`src/rtl/uart_tx_ctrl.sv`:
```
// uart_tx_ctrl: transmits one UART frame per accepted byte.
// Frame = start bit, DATA_BITS data bits LSB first, optional parity bit,
// STOP_BITS stop bits. Every bit lasts CLKS_PER_BIT clocks. The counters
// advance on an equality match with their terminal value. All outputs are
// registered. The tx output is idle high.
module uart_tx_ctrl #(
  parameter int CLKS_PER_BIT = 10416,
  parameter int DATA_BITS    = 8,
  parameter int PARITY_EN    = 0,
  parameter int PARITY_ODD   = 0,
  parameter int STOP_BITS    = 1
) (
  input  logic                 clk,
  input  logic                 reset,
  input  logic [DATA_BITS-1:0] tx_data,
  input  logic                 tx_valid,
  output logic                 tx_ready,
  output logic                 tx,
  output logic                 busy,
  output logic                 done
);

  localparam int BAUD_W = (CLKS_PER_BIT > 1) ? $clog2(CLKS_PER_BIT) : 1;
  localparam int BIT_W  = $clog2(DATA_BITS);

  localparam logic [BAUD_W-1:0] BAUD_LAST = BAUD_W'(CLKS_PER_BIT - 1);
  localparam logic [BIT_W-1:0]  BIT_LAST  = BIT_W'(DATA_BITS - 1);
  localparam logic              STOP_LAST = (STOP_BITS == 2) ? 1'b1 : 1'b0;
  localparam logic              PAR_ON    = (PARITY_EN != 0) ? 1'b1 : 1'b0;
  localparam logic              PAR_ODD   = (PARITY_ODD != 0) ? 1'b1 : 1'b0;

  typedef enum logic [2:0] {
    S_IDLE   = 3'd0,
    S_START  = 3'd1,
    S_DATA   = 3'd2,
    S_PARITY = 3'd3,
    S_STOP   = 3'd4
  } state_t;

  // The parity bit is the XOR of all data bits, inverted for odd parity.
  function automatic logic parity_bit(input logic [DATA_BITS-1:0] d,
                                      input logic odd);
    return (^d) ^ odd;
  endfunction

  state_t               state_r, state_s;
  logic [BAUD_W-1:0]    baud_cnt_r, baud_cnt_s;
  logic [BIT_W-1:0]     bit_cnt_r, bit_cnt_s;
  logic                 stop_cnt_r, stop_cnt_s;
  logic [DATA_BITS-1:0] shreg_r, shreg_s;
  logic                 parity_r, parity_s;
  logic                 tx_r, tx_s;
  logic                 ready_r, ready_s;
  logic                 busy_r, busy_s;
  logic                 done_r, done_s;
  logic                 bit_end_s;

  assign bit_end_s = (baud_cnt_r == BAUD_LAST);

  assign tx       = tx_r;
  assign tx_ready = ready_r;
  assign busy     = busy_r;
  assign done     = done_r;

  // This block computes the next state and the next value of every output register.
  always_comb begin
    state_s    = state_r;
    baud_cnt_s = baud_cnt_r;
    bit_cnt_s  = bit_cnt_r;
    stop_cnt_s = stop_cnt_r;
    shreg_s    = shreg_r;
    parity_s   = parity_r;
    tx_s       = tx_r;
    ready_s    = ready_r;
    busy_s     = busy_r;
    done_s     = 1'b0;

    case (state_r)
      S_IDLE: begin
        tx_s       = 1'b1;
        ready_s    = 1'b1;
        busy_s     = 1'b0;
        baud_cnt_s = '0;
        bit_cnt_s  = '0;
        stop_cnt_s = 1'b0;
        if (tx_valid && ready_r) begin
          // Handshake: the byte is captured here. Later changes to tx_data are ignored.
          state_s  = S_START;
          shreg_s  = tx_data;
          parity_s = parity_bit(tx_data, PAR_ODD);
          tx_s     = 1'b0;
          ready_s  = 1'b0;
          busy_s   = 1'b1;
        end else begin
          state_s = S_IDLE;
        end
      end

      S_START: begin
        if (bit_end_s) begin
          baud_cnt_s = '0;
          state_s    = S_DATA;
          tx_s       = shreg_r[0];
        end else begin
          baud_cnt_s = baud_cnt_r + BAUD_W'(1);
        end
      end

      S_DATA: begin
        if (bit_end_s) begin
          baud_cnt_s = '0;
          if (bit_cnt_r == BIT_LAST) begin
            if (PAR_ON) begin
              state_s = S_PARITY;
              tx_s    = parity_r;
            end else begin
              state_s    = S_STOP;
              tx_s       = 1'b1;
              stop_cnt_s = 1'b0;
            end
          end else begin
            shreg_s   = {1'b0, shreg_r[DATA_BITS-1:1]};
            bit_cnt_s = bit_cnt_r + BIT_W'(1);
            tx_s      = shreg_r[1];
          end
        end else begin
          baud_cnt_s = baud_cnt_r + BAUD_W'(1);
        end
      end

      S_PARITY: begin
        if (bit_end_s) begin
          baud_cnt_s = '0;
          state_s    = S_STOP;
          tx_s       = 1'b1;
          stop_cnt_s = 1'b0;
        end else begin
          baud_cnt_s = baud_cnt_r + BAUD_W'(1);
        end
      end

      S_STOP: begin
        tx_s = 1'b1;
        if (bit_end_s) begin
          baud_cnt_s = '0;
          if (stop_cnt_r == STOP_LAST) begin
            state_s = S_IDLE;
            busy_s  = 1'b0;
            ready_s = 1'b1;
            done_s  = 1'b1;
          end else begin
            stop_cnt_s = stop_cnt_r + 1'b1;
          end
        end else begin
          baud_cnt_s = baud_cnt_r + BAUD_W'(1);
        end
      end

      default: begin
        // An unreachable encoding returns to a clean idle state.
        state_s    = S_IDLE;
        baud_cnt_s = '0;
        bit_cnt_s  = '0;
        stop_cnt_s = 1'b0;
        tx_s       = 1'b1;
        ready_s    = 1'b1;
        busy_s     = 1'b0;
      end
    endcase
  end

  // This block holds the state, the counters, the datapath and the registered outputs. Reset returns everything to idle.
  always_ff @(posedge clk or posedge reset) begin
    if (reset) begin
      state_r    <= S_IDLE;
      baud_cnt_r <= '0;
      bit_cnt_r  <= '0;
      stop_cnt_r <= 1'b0;
      shreg_r    <= '0;
      parity_r   <= 1'b0;
      tx_r       <= 1'b1;
      ready_r    <= 1'b1;
      busy_r     <= 1'b0;
      done_r     <= 1'b0;
    end else begin
      state_r    <= state_s;
      baud_cnt_r <= baud_cnt_s;
      bit_cnt_r  <= bit_cnt_s;
      stop_cnt_r <= stop_cnt_s;
      shreg_r    <= shreg_s;
      parity_r   <= parity_s;
      tx_r       <= tx_s;
      ready_r    <= ready_s;
      busy_r     <= busy_s;
      done_r     <= done_s;
    end
  end

endmodule
```
`config.mk`:
```
export PLATFORM = sky130hd
export DESIGN_NAME = uart_tx_ctrl
export DESIGN_NICKNAME = d
export VERILOG_FILES = /design/src/rtl/uart_tx_ctrl.sv
export SDC_FILE = /design/constraint.sdc
export NUM_CORES = 1
export LEC_CHECK = 0
export CELL_PAD_IN_SITES_DETAIL_PLACEMENT = 1
export CELL_PAD_IN_SITES_GLOBAL_PLACEMENT = 1
export CORE_MARGIN = 2
export CORE_UTILIZATION = 40
export CTS_CLUSTER_DIAMETER = 150
export CTS_CLUSTER_SIZE = 16
export DETAILED_ROUTE_END_ITERATION = 12
export GPL_TIMING_DRIVEN = 0
export PLACE_DENSITY = 0.8
export SYNTH_ARGS = -nofsm -noshare
export SYNTH_HDL_FRONTEND = slang
export SYNTH_SLANG_ARGS = --single-unit
```
`constraint.sdc`:
```
create_clock -name clk -period 1.65 [get_ports clk]
set_input_delay 0.33 -clock clk [delete_from_list [all_inputs] [get_ports clk]]
set_output_delay 0.33 -clock clk [all_outputs]
set_load 0.05 [all_outputs]
```
==> reports/summary.md, run 1 <==
Compared with the post-synthesis result, the final layout area differs by 37.7%. Derived from the worst setup path, the maximum achievable clock frequency is 0.542 GHz. For the initial antenna violation count, the log shows 0. The average wire per cell in the routed design is 20.3 µm. At the placement stage, the worst setup path has a slack of -444 ps.

Detailed routing placed a total of 136 µm of wire on met3. On the final layout, the worst hold slack is 489 ps. The run gives 0 as the max-slew violation total from the final report.

For the number of global-route vias before repair, the log shows 1,432. After synthesis, flip-flops and latches occupy 50.0% of the total area. Between clock sinks in the finished design, the worst skew comes to 10.1 ps.

The number of clock buffers added by TritonCTS is 5. Once placement finished, the instance area stood at 0.00181 mm². For this design the total switching power over the nets is 0.935 mW. By area the synthesized netlist is led by dfrtp_1, o221a_1, nor2_1, xnor2_1, or2b_2. The library cells used most frequently in the layout, excluding fill and tap cells, are dfrtp_1, buf_4, nor2_1, clkdlybuf4s50_1. The sequential cell fraction of total power was 44.7%. Setup repair after global routing could not meet its margin everywhere.

The worst hold path terminates at busy. In this run the worst path has a maximum fanout of 8. The later pin in the worst-skew pair is clocked with a latency of 300 ps. For the aggregate negative setup slack, the log shows -2040 ps.

The final layout contains 209 nets. The maximum clock insertion buffer count was 2. The worst path uses 112% of the clock period.

The library cell used most frequently in the layout, excluding fill and tap cells, is dfrtp_1. The final reports fail on setup timing. During placement, the flow inserted port buffers numbering 14. The run gives 0.00221 mm² as the summed area of non-filler cells in the final layout. At the worst endpoint, the required time is 1820 ps.

Counting flops with an async set or reset pin after synthesis yields a share of 100%. The tool flagged a number of max-cap violations equal to 0. In this run the clock root is driven by a clkbuf_8. The post-synth net total came out at 163. The total area inside the core boundary comes to 0.00394 mm². In this run the critical register-to-register path is launched from state_r[0]. Endpoint class of the critical path: a register. Number of endpoints failing setup at the final stage: 23.

The H-tree was split into 2 levels. The switching power share of the total was 34.8%; the clock-pin slew on the worst setup and hold paths was 60 ps. For the number of diodes added for antenna fixing, the log shows 0. Summed over all nets, wire length on met2 after detailed routing comes to 2810 µm. In the routed design, unresolved DRC markers number 0. In this run, the number of DRC markers left after iteration 0 of detailed routing was 70. The fraction of layout cells with a size suffix above 1 is 37.8%. The flow ran to the end, but the final reports show violations. After technology mapping, the gate count stands at 149. The count of flip-flops with a built-in enable after synthesis was 0; the share of total power in the clock network was 23.9%.

The highest layer touched by signal routing is met4. The synthesized netlist contains 42 unique library cells. During synthesis, Yosys emitted a total of 0 warnings. The register bit count reported by yosys is 32.

The type of the tightest min-delay check is register to register. In the global route stage, overall resource usage came out at 22.3%. The largest total area in the synthesized netlist belongs to dfrtp_1.

Routability-driven placement finished with a final weighted congestion of 0.831. The tools report the residual antenna-violating net count after detailed routing as 0. For the worst flop-to-flop path, the logic depth is 5. The logs give 23 for the cell row count and 7070 µm for the wire length of the first global-routing pass.

The total detailed-routing wirelength is 5000 µm, and the hold buffer count at cts is 0. At the worst endpoint, the arrival time is 2020 ps. The total power per unit cell area came out at 1220 mW/mm².

The detailed router put a total of 1950 µm of wire on met1. In this run the vertical extent of the chip is 67.4 µm. The run gives 1.75 mW as the internal power.

The worst setup path is launched from a register. The design draws 2.69 mW. The first detailed-routing pass ran for 4 iterations.

The combined area of all synthesized cells is 0.00161 mm², and the number of hold violations in the final report is 0. The endpoint identified for the worst register-to-register timing path is shreg_r[2]. Global-route congestion overflow total: 0.

The most used flip-flop cell after synthesis is dfrtp_1. The static leakage power is 0.939 nW. TritonCTS built the clock tree. The post-route worst setup slack is -196 ps, and the width of the die is 67.4 µm. The critical path in this run is classified as register to register.

The worst path needs 1850 ps of the cycle, external delays included. The overall die area was 0.00454 mm². The tools report the beginning of the worst hold path as busy. The final route contains 1,393 vias. The total number of clock tree sinks came out at 32.

The maximum number of pins on one net before global-route repair was 33. Half-perimeter wire length after placement: 2650 µm. Slew at the pin closest to its max-slew limit: 730 ps. The combinational group share of total power came out at 31.3%. The number of cells on the worst hold path came out at 1. The largest vdd supply drop was 0.973 mV; the number of vias per cell was 5.66. The worst register-to-register path has a setup slack of -200 ps. 15 I/O pins were placed. The worst relative slew slack was 51.2%; the average size of a mapped cell was 10.8 µm².

The area share of the leading cell type in the synthesized netlist was 46.7%. The run gives 40.7% as the starting utilization of the core area.
## power groups by stage
stage	clock (mW)	combinational (mW)	sequential, mW
floorplan	0	0.362	1.27
global placement	0	0.643	1.17
detailed placement	0	0.676	1.18
CTS	0.647	0.752	1.18
global route	0.684	0.924	1.23
finish	0.643	0.843	1.20
## critical path: stages (launching register included)
cell     delay [ps]
dfrtp_2         430
or3b_4          390
or2_4           260
or2_1           240
buf_6           140
o221a_1         260
## worst max-delay path by stage
stage / start / to / slack, ps
6_report: state_r[0] / shreg_r[2] / -200
5_1_grt: baud_cnt_r[0] / shreg_r[2] / -220
4_1_cts: state_r[0] / shreg_r[1] / -140
3_5_place_dp: baud_cnt_r[6] / baud_cnt_r[8] / -440
3_3_place_gp: baud_cnt_r[0] / baud_cnt_r[12] / -320
2_1_floorplan: state_r[0] / shreg_r[0] / -90
## cell usage after synthesis (2+ instances only)
library cell / n
a21o_1: 3
a21oi_1: 3
a32o_1: 2
and3_1: 2
buf_2: 3
dfrtp_1: 30
dfstp_2: 2
ha_1: 3
inv_1: 3
nand2_1: 8
nand3_1: 3
nand4_1: 5
nor2_1: 19
nor3_1: 3
nor4_1: 4
nor4b_1: 2
o21ai_0: 4
o221a_1: 7
or2b_2: 7
or3_1: 3
or3b_2: 2
xnor2_1: 8
xor2_1: 4
## metrics by stage
step | cells | util, %
finish | 246 | 56.1
global route | 246 | 56.1
CTS | 237 | 53.3
detailed placement | 213 | 45.9
global placement | 213 | 45.9
floorplan | 149 | -
## per-layer routing
| layer | track usage [%] | vias to the layer above |
|---|---|---|
| met5 | 0 | - |
| met4 | 10.5 | 0 |
| met3 | 5.50 | 11 |
| met2 | 39.5 | 29 |
| met1 | 25.1 | 722 |
| li1 | - | 631 |
## registers in the layout, summed over array words and instances (netlist names)
signal      cells
baud_cnt_r     14
shreg_r         8
bit_cnt_r       3
state_r         3
busy            1
done            1
tx              1
tx_ready        1
## logic make-up (layout without fill, tap and decap cells)
| logic type | count (synthesis) | after routing | share of synthesized area [%] |
|---|---|---|---|
| buf+inv | 8 | 55 | 2.57 |
| simple gates | 70 | 70 | 25.7 |
| compound gates | 24 | 24 | 12.9 |
| flops | 32 | 32 | 50.0 |
| xor+xnor | 12 | 12 | 6.54 |
| fa+ha+maj | 3 | 3 | 2.34 |
## timing repair
action | CTS | global route
pin swaps | 13 | 12
gates cloned | 0 | 1
endpoints found under the hold margin | 0 | 0
setup buffers | 16 | 8
resized for setup | 30 | 15
setup endpoints to repair | 35 | 33
## final cells by class
cell class              instances  area [µm²]
plain buffers                   5        42.5
clock buffers                   8        90.1
fillers                       430        1730
inverters                       3        15.0
multi-input cells             109         845
flip-flops and latches         32         813
well taps                      50        62.6
repair buffers                 39         344
Power figures use the tool's default switching activity.
==> run 2, diff against run 1 <==
--- a/config.mk
+++ b/config.mk
@@ -14,6 +14,7 @@
 export DETAILED_ROUTE_END_ITERATION = 12
 export GPL_TIMING_DRIVEN = 0
 export PLACE_DENSITY = 0.8
+export SLEW_MARGIN = 20
 export SYNTH_ARGS = -nofsm -noshare
 export SYNTH_HDL_FRONTEND = slang
 export SYNTH_SLANG_ARGS = --single-unit
==> run 2 against run 1 <==
Against the previous run:
- the flow still finishes with violations (setup timing)
- critical path type unchanged
- combinational power down 7.7%
- first-iteration DRC count down 33%
- clock power down 3%
- highest routed layer unchanged
- power down 3.9%
- global-route usage down 1.2 points
- clock skew down 0.93 ps
==> reports/summary.md, run 2 (same netlist as run 1, synthesis figures left out) <==
The number of standard cells in the final layout excluding fillers came out at 242 (was 246). The tools report the largest vdd supply drop as 0.969 mV (was 0.973 mV). The data required time of the critical path is 1810 ps (was 1820 ps), and the number of vias per cell is 5.63 (was 5.66). Overall die height: 67.4 µm (unchanged). Maximum cell stage delay along the critical path: 430 ps (about the same). Max-slew violation total from the final report: 0 (unchanged).

Port buffer count: 14 (unchanged). For the DRC violations left, the log shows 0 (unchanged). Family with the most delay on the worst path: simple AND/OR/NAND/NOR gates (unchanged). The cell at the slowest stage of the critical path is dfrtp_2 (unchanged).

Maximum fanout count along the critical path: 8 (unchanged). The total CTS buffers was 5 (unchanged). Type of the tightest min-delay check: input port to async pin (was register to register). The half-perimeter wire length after placement is 2630 µm (was 2650 µm).

The smallest hold slack came out at 453 ps (was 489 ps). Setup repair after global routing could not meet its margin everywhere. The routability-driven placement congestion ratio came out at 0.831 (unchanged). The overall die area came out at 0.00454 mm² (unchanged). Top register by number of flip-flops: baud_cnt_r (unchanged). Sum of internal, switching and leakage power: 2.58 mW (was 2.69 mW). The capturing point of the worst reg2reg path was shreg_r[0] (was shreg_r[2]).

The logs give 21.1% (was 22.3%) for the total track usage and -2390 ps (was -2040 ps) for the aggregate negative setup slack. The hold buffer count at cts is 0 (unchanged). Initial antenna violation count: 0 (unchanged). For the summed area of non-filler cells in the final layout, the log shows 0.00217 mm² (was 0.00221 mm²). The instance count on the critical path works out to 5 (unchanged).

The switching power share of the total was 33.7% (was 34.8%); the maximum frequency from static timing analysis was 0.546 GHz (was 0.542 GHz). The layout-stage area growth over the synthesis result was 35.4% (was 37.7%); the worst setup slack before clock tree synthesis was -412 ps (was -444 ps). The width of the die works out to 67.4 µm (unchanged). For the top-level I/O count, the log shows 15 (unchanged). Residual antenna-violating net count after detailed routing: 0 (unchanged). The final core utilization was 55.2% (was 56.1%); the number of flip-flops under the largest register name was 14 (unchanged). The core outline area is 0.00394 mm² (unchanged), and the internal power is 1.71 mW (was 1.75 mW).

The wire length of the first global-routing pass was 6840 µm (was 7070 µm). The fraction of layout cells with a size suffix above 1 works out to 35.9% (was 37.8%). The category of the most critical setup path was register to register (unchanged). The number of diodes added for antenna fixing came out at 0 (unchanged). Number of max-capacitance violations reported: 0 (unchanged).

The clock latency of the later-clocked register in the worst-skew pair was 290 ps (was 300 ps); the share of total power in the clock network was 24.2% (was 23.9%). Clock-pin slew on the worst setup and hold paths: 70 ps (was 60 ps). For the static leakage power, the log shows 0.914 nW (was 0.939 nW).

Commonest non-fill, non-tap cells in the layout: dfrtp_1, nor2_1, buf_4, clkdlybuf4s50_1 (was dfrtp_1, buf_4, nor2_1, clkdlybuf4s50_1). Cell chain of the critical path: or3b_4 -> or2_4 -> or2_1 -> buf_6 -> o221a_1 (unchanged). The run gives -183 ps (was -196 ps) as the post-route worst setup slack. The root buffer cell is clkbuf_8 (unchanged). The number of hold violations in the final report came out at 0 (unchanged). The run gives 213 (unchanged) as the instance count after placement with tap cells included. The net switching power was 0.870 mW (was 0.935 mW). The detailed-router iteration count before antenna repair was 4 (unchanged); the total power per unit cell area was 1190 mW/mm² (was 1220 mW/mm²). Starting utilization of the core area: 40.7% (unchanged).

The number of endpoints failing setup at the final stage came out at 22 (was 23). The clock skew was 9.12 ps (was 10.1 ps); the average wire per cell in the routed design was 18.0 µm (was 20.3 µm). The run finished, with violations left.

Violated checks: setup timing (unchanged). Maximum number of pins on one net before global-route repair: 33 (unchanged). The endpoint class of the critical path was a register (unchanged). Part of the cycle the worst path needs: 111% (was 112%). TritonCTS built the clock tree. The run gives 205 (was 209) as the post-layout net count. The tools report the worst relative slew slack as 55.6% (was 51.2%). The maximum clock insertion buffer count came out at 2 (unchanged). The number of buffer and inverter stages on the critical path was 1 (unchanged); the final critical path time including I/O delays and setup was 1830 ps (was 1850 ps). The depth of the worst register-to-register path is 5 (unchanged). The setup slack on the worst flop-to-flop path came out at -180 ps (was -200 ps).

The post-detailed-placement cell area was 0.00181 mm² (unchanged). The sequential cell fraction of total power came out at 45.7% (was 44.7%). The logs give 0 (unchanged) for the global-route congestion overflow total and 1,440 (was 1,432) for the number of global-route vias before repair. Cell row count: 23 (unchanged).

The starting DRC count in detailed routing is 47 (was 70). Registers with the most flip-flops: baud_cnt_r x14, shreg_r x8 (unchanged). The combinational group share of total power is 30.1% (was 31.3%). The tools report the beginning of the worst register-to-register path as state_r[0] (unchanged).

For the H-tree depth, the log shows 2 (unchanged). For the total number of clock tree sinks, the log shows 32 (unchanged). The run gives 1,363 (was 1,393) as the via total after detailed routing.

The critical path data arrival time came out at 2000 ps (was 2020 ps). The tools report the total detailed-routing wirelength as 4360 µm (was 5000 µm). Most common library cell in the layout ignoring fill and taps: dfrtp_1 (unchanged). The slew at the pin closest to its max-slew limit is 664 ps (was 730 ps). Nature of the critical path startpoint: a register (unchanged).
## run 2: cell count changes in the layout (fill, tap and decap cells not counted), moves of 2 or more
cell,change
dfrtp_1,+2
dfrtp_2,-2
nor4_2,+2
buf_6,-2
nor4_4,-2
## run 2: power by group through the flow
| stage | logic (mW) | clock network, mW | registers (mW) |
|---|---|---|---|
| finish | 0.778 | 0.625 | 1.18 |
| global route | 0.859 | 0.680 | 1.20 |
| CTS | 0.756 | 0.647 | 1.17 |
| detailed placement | 0.675 | 0 | 1.18 |
| global placement | 0.643 | 0 | 1.17 |
| floorplan | 0.362 | 0 | 1.27 |
## run 2: routing by layer
| layer | global-route usage (%) | vias up | share of wire [%] |
|---|---|---|---|
| li1 | - | 623 | - |
| met1 | 24.3 | 713 | 40 |
| met2 | 37.5 | 20 | 56 |
| met3 | 6.17 | 7 | 2.7 |
| met4 | 6.63 | 0 | 1.3 |
| met5 | 0 | - | 0 |
## run 2: worst max-delay path by stage
stage	startpoint	endpoint	slack [ps]
after floorplan	state_r[0]	shreg_r[0]	-90
after global placement	baud_cnt_r[0]	baud_cnt_r[12]	-320
after detailed placement	baud_cnt_r[10]	baud_cnt_r[8]	-410
after CTS	state_r[0]	shreg_r[1]	-150
after global routing	state_r[0]	shreg_r[1]	-220
final	state_r[0]	shreg_r[0]	-180
## run 2: layout make-up
cell class                      count  area, µm²
Fill cell                         417       1770
Multi-Input combinational cell    109        848
Sequential cell                    32        811
Timing Repair Buffer               35        309
Clock buffer                        8       90.1
Tap cell                           50       62.6
Buffer                              5       42.5
Inverter                            3       11.3
## run 2: repair_timing
item / CTS / global route
cloned: 0 / 1
setup endpoints to repair: 35 / 30
setup buffers: 17 / 3
resized for setup: 28 / 14
pin swaps: 12 / 9
